--- src/rtl/sid_audio_filter.sv ---
// sid_audio_filter: 255-clock box-car decimator followed by a shift-programmable one-pole IIR low-pass
module sid_audio_filter #(
    parameter bit PRELOAD = 1'b1
) (
    input  logic       clk,
    input  logic       rst,
    input  logic [7:0] sample_in,
    input  logic [2:0] cutoff_shift,
    input  logic       bypass,
    output logic [7:0] sample_out,
    output logic       sample_valid,
    output logic [7:0] frame_pos
);
    typedef enum logic {FILL, RUN} state_t;
    state_t state_q, state_d;
    logic [7:0] cnt_q, cnt_d;
    logic [15:0] acc_q, acc_d;
    logic [15:0] y_q, y_d;
    logic [7:0] out_q, out_d;
    logic valid_q, valid_d;
    logic end_edge, load;
    logic [15:0] sum;
    logic [16:0] avg_w;
    logic [7:0] avg;
    logic signed [16:0] diff, step;
    logic [15:0] y_next;
    logic [8:0] rnd;
    logic [7:0] out_next;
    // window average and IIR datapath; only meaningful on the end edge
    always_comb begin
        end_edge = cnt_q == 8'd254;
        sum = acc_q + {8'h00, sample_in};
        avg_w = ({1'b0, sum} + {9'h000, sum[15:8]} + 17'd1) >> 8;
        avg = |avg_w[16:8] ? 8'hFF : avg_w[7:0];
        diff = $signed({1'b0, avg, 8'h00}) - $signed({1'b0, y_q});
        step = diff >>> cutoff_shift;
        y_next = 16'({1'b0, y_q} + step);
        rnd = {1'b0, y_next[15:8]} + {8'h00, y_next[7]};
        out_next = rnd[8] ? 8'hFF : rnd[7:0];
    end
    // window counter and accumulator; the new window starts empty after the end edge
    always_comb begin
        cnt_d = end_edge ? 8'd0 : cnt_q + 8'd1;
        acc_d = end_edge ? 16'd0 : sum;
    end
    // next state: the first completed window moves FILL to RUN
    always_comb begin
        state_d = end_edge ? RUN : state_q;
    end
    // outputs: preload on the first window, bypass keeps y tracking the raw average
    always_comb begin
        load = (state_q == FILL && PRELOAD) || (state_q == RUN && bypass);
        y_d = !end_edge ? y_q : load ? {avg, 8'h00} : y_next;
        out_d = !end_edge ? out_q : load ? avg : out_next;
        valid_d = end_edge;
    end
    // state register with synchronous reset
    always_ff @(posedge clk) begin
        if (rst) begin
            state_q <= FILL;
            cnt_q <= 8'd0;
            acc_q <= 16'd0;
            y_q <= 16'd0;
            out_q <= 8'd0;
            valid_q <= 1'b0;
        end else begin
            state_q <= state_d;
            cnt_q <= cnt_d;
            acc_q <= acc_d;
            y_q <= y_d;
            out_q <= out_d;
            valid_q <= valid_d;
        end
    end
    assign sample_out = out_q;
    assign sample_valid = valid_q;
    assign frame_pos = cnt_q;
endmodule

--- config.mk ---
export PLATFORM = sky130hd
export DESIGN_NAME = sid_audio_filter
export DESIGN_NICKNAME = d
export VERILOG_FILES = /design/src/rtl/sid_audio_filter.sv
export SDC_FILE = /design/constraint.sdc
export NUM_CORES = 1
export LEC_CHECK = 0
export BUFFER_PORTS_ARGS = -buffer_cell sky130_fd_sc_hd__buf_2
export CAP_MARGIN = 15
export CORE_MARGIN = 5
export CORE_UTILIZATION = 35
export DETAILED_ROUTE_END_ITERATION = 6
export PLACE_DENSITY_LB_ADDON = 0.12
export SLEW_MARGIN = 20
export SYNTH_ARGS = -nofsm -noshare
export SYNTH_HDL_FRONTEND = slang
export SYNTH_SLANG_ARGS = --single-unit
--- constraint.sdc ---
create_clock -name clk -period 8.7 [get_ports clk]
set_clock_uncertainty 0.05 [all_clocks]
set_input_delay 0.435 -clock clk [delete_from_list [all_inputs] [get_ports clk]]
set_output_delay 0.435 -clock clk [all_outputs]
set_load 0.1 [all_outputs]
==> metrics.cfg <==
[placed_design]
io_buffers=30
gp_congestion=0.8579
hpwl_um=10300

[pwr]
swShare_pct=45.24
irDropWorstVdd_mv=0.1517
power.net_switching_uw=605.7
pwr-share-seq_pct=19.5
p_leak_uw=0.002361
power.internal_uw=733.2
p_per_area_nw_per_um2=248.3
combPwrFrac_pct=62.6
power_frac_clock_pct=18.0

[cells_and_area]
multi_input_area_um2=3592
fin_util_pct=40.56
syn2layout_area_growth_pct=13.36
layout.nets=685
n_antenna_cell=0
fillCellCount=1377
regArea_um2=1001
layout-drive-gt1-share_pct=14.81

[timing]
hold_viol_final=0
finalCriticalPeriod_ns=8.151
worst_pin_slew_ns=1.025
slew_headroom_pct=31.64
max_freq_ghz=0.1227
rsz0062_at_grt=true
finalMaxSlewViolations=0
hold_ws_ns=0.3156
finalCritPeriodShare_pct=93.69
setup_viol=0

[route]
routed_wl_um=13000
dr.pass1.iters=4
drc=0
drt-initial-drc-count=319
avgRoutedWirePerCell_um=16.17
antenna_left=0
vias=4386
vias_per_cell=5.455

[global_route]
grt_pass1_vias=4224
grt_first_pass_wirelength_um=21490
grt_overflow=0
antenna_found_initial=0
grt_use_total_pct=16.30
grt_max_degree=28

[cts]
numCtsBuffers=5
clk_pin_slew_ns=0.08
tritoncts=yes
clkSinkCount=50
insertion_delay_ns=0.31
htree_levels=2
cts_buffer_depth=2
cts_root_buf=clkbuf_16

[worst_setup_path]
rrSetupSlack_ns=0.55
end_kind=flop
crit_buf_inv=1
crit_slowest_cell=a2111oi_0
required_ns=8.86
worstRegToRegCells=34
crit_type=flop to flop
max_stage_delay_ns=0.50
cp_max_fo=7
r2r_start=acc_q[7]$_SDFF_PP0_
r2r-end=sample_out[6]$_SDFFE_PP0P_
start_kind=flop
path_common_cell=ha_1
worstPathArrival_ns=8.31
critPathTopFamily=compound AO/OA/AOI/OAI gates

[yosys]
ys_seq_elements=50
ys_warn_count=0
synth_edf_count=0
syn_area_per_cell_um2=8.063
synth_flop_cell=dfxtp_1
syn_inst=590
syn_nets=648
async_reset_ff_share_pct=0
ys_types=80
ys_seq_area_share_pct=21.04
synth_area_um2=4757

[die]
dieArea_um2=16020
ioPinCount=31
core_area_um2=13300
die_w_um=126.6
die_y_um=126.6
rows=42
initial_core_util_pct=35.78

[hold_path]
hold_end=state_q$_SDFFE_PP0P_
min_path_type=input port to flop
hold_depth=2
min-delay-start=rst

[status]
outcome=finished clean

[run]
drv_cap=0

-- cells in the mapped netlist (5+ instances only) --
library cell   n  share of area (%)
nand3_1       20                2.1
and3_1         7               0.92
mux2i_1       17                3.6
dfxtp_1       50                 21
inv_1         34                2.7
a22oi_1       12                1.9
xor2_1        19                3.5
mux2_2         8                1.9
and2_1        12                1.6
o21ai_0       36                3.8
o31ai_1        7                1.1
nor3_1        12                1.3
clkbuf_1      14                1.1
a21o_1         7                1.1
ha_1          42                 11
a211oi_1       8                1.3
a21oi_1       36                3.8
nor2_1        43                3.4
xnor2_1       22                4.1
nand2b_1       6               0.79
a31oi_1        5               0.66
o211ai_1       6               0.95
nor2b_1        5               0.66
nand2_1       57                4.5
o21a_1        11                1.7
-- registers in the layout, summed over array words and instances (netlist names) --
signal,flops
y_q,16
acc_q,16
frame_pos,8
state_q,1
sample_valid,1
sample_out,8
-- how the worst max path moves through the flow --
stage,startpoint,endpoint,slack (ns),depth (start not counted)
after floorplan,sample_in[0],sample_out[7]$_SDFFE_PP0P_,0.87,38
after global placement,sample_in[7],sample_out[6]$_SDFFE_PP0P_,0.21,34
after detailed placement,sample_in[7],sample_out[6]$_SDFFE_PP0P_,0.22,34
after CTS,acc_q[7]$_SDFF_PP0_,sample_out[6]$_SDFFE_PP0P_,0.43,33
after global routing,acc_q[0]$_SDFF_PP0_,sample_out[6]$_SDFFE_PP0P_,-0.03,40
final,acc_q[7]$_SDFF_PP0_,sample_out[6]$_SDFFE_PP0P_,0.55,34
-- routing by layer --
| layer | vias to the layer above | track usage, % | part of all wire, % |
|---|---|---|---|
| li1 | 2252 | - | - |
| met1 | 2066 | 23.74 | 51 |
| met2 | 59 | 25.59 | 45 |
| met3 | 9 | 2.144 | 3.1 |
| met4 | 0 | 3.785 | 1.1 |
| met5 | - | 0 | 0 |
-- power by group through the flow --
stage / Clock, uW / Sequential [uW] / Combinational, uW
2_1_floorplan: 0 / 264 / 630
3_3_place_gp: 0 / 266 / 815
3_5_place_dp: 0 / 266 / 816
4_1_cts: 247 / 260 / 821
5_1_grt: 256 / 263 / 942
6_report: 240 / 261 / 838
-- metrics by stage --
stage	worst slack [ns]	std cells	TNS, ns	total power [uW]	cell area [um^2]
6_report	0.5494	804	0	1339	5393
5_1_grt	-0.03161	804	-0.03161	1461	5393
4_1_cts	0.4301	803	0	1329	5365
3_5_place_dp	0.2179	795	0	1082	5191
3_3_place_gp	0.2144	795	0	1081	5191
2_1_floorplan	0.8663	590	0	893.5	4757
-- cell usage in the layout, fill, tap and decap left out, types with 5 or more instances in the layout --
| master | netlist | routed |
|---|---|---|
| nand2_1 | 57 | 57 |
| dfxtp_1 | 50 | 50 |
| nor2_1 | 43 | 43 |
| ha_1 | 42 | 42 |
| a21oi_1 | 36 | 36 |
| o21ai_0 | 36 | 36 |
| inv_1 | 34 | 34 |
| buf_2 | 1 | 30 |
| xnor2_1 | 22 | 21 |
| nand3_1 | 20 | 20 |
| xor2_1 | 19 | 19 |
| mux2i_1 | 17 | 17 |
| buf_4 | 0 | 17 |
| nor3_1 | 12 | 12 |
| and2_1 | 12 | 12 |
| a22oi_1 | 12 | 12 |
| o21a_1 | 11 | 11 |
| mux2_2 | 8 | 8 |
| a211oi_1 | 8 | 8 |
| a21o_1 | 7 | 7 |
| o31ai_1 | 7 | 7 |
| and3_1 | 7 | 7 |
| o211ai_1 | 6 | 6 |
| nand2b_1 | 6 | 6 |
| a31oi_1 | 5 | 5 |
| clkbuf_16 | 0 | 5 |
-- area by class of cell --
cell class                      instances  area share (%)
Clock buffer                            5           2.320
Sequential cell                        50           18.56
Tap cell                              176           4.084
Inverter                               34           2.367
Multi-Input combinational cell        489           66.61
Clock inverter                          3          0.9049
Timing Repair Buffer                   47           5.151
-- what timing repair did --
item,CTS,global route
hold buffers,0,0
buffers inserted,0,1
setup endpoints to repair,0,8
gates resized for setup,0,3
-- logic make-up after synthesis --
family                   after synthesis  share of synthesized area, %
buffers and inverters                 51                         4.050
AND/OR/NAND/NOR                      196                         21.30
AO/OA/AOI/OAI                        179                         27.22
XOR/XNOR                              43                         8.233
flip-flops                            50                         21.04
multiplexers                          27                         6.260
adder cells (fa/ha/maj)               44                         11.89
(Power assumes the default switching activity.)
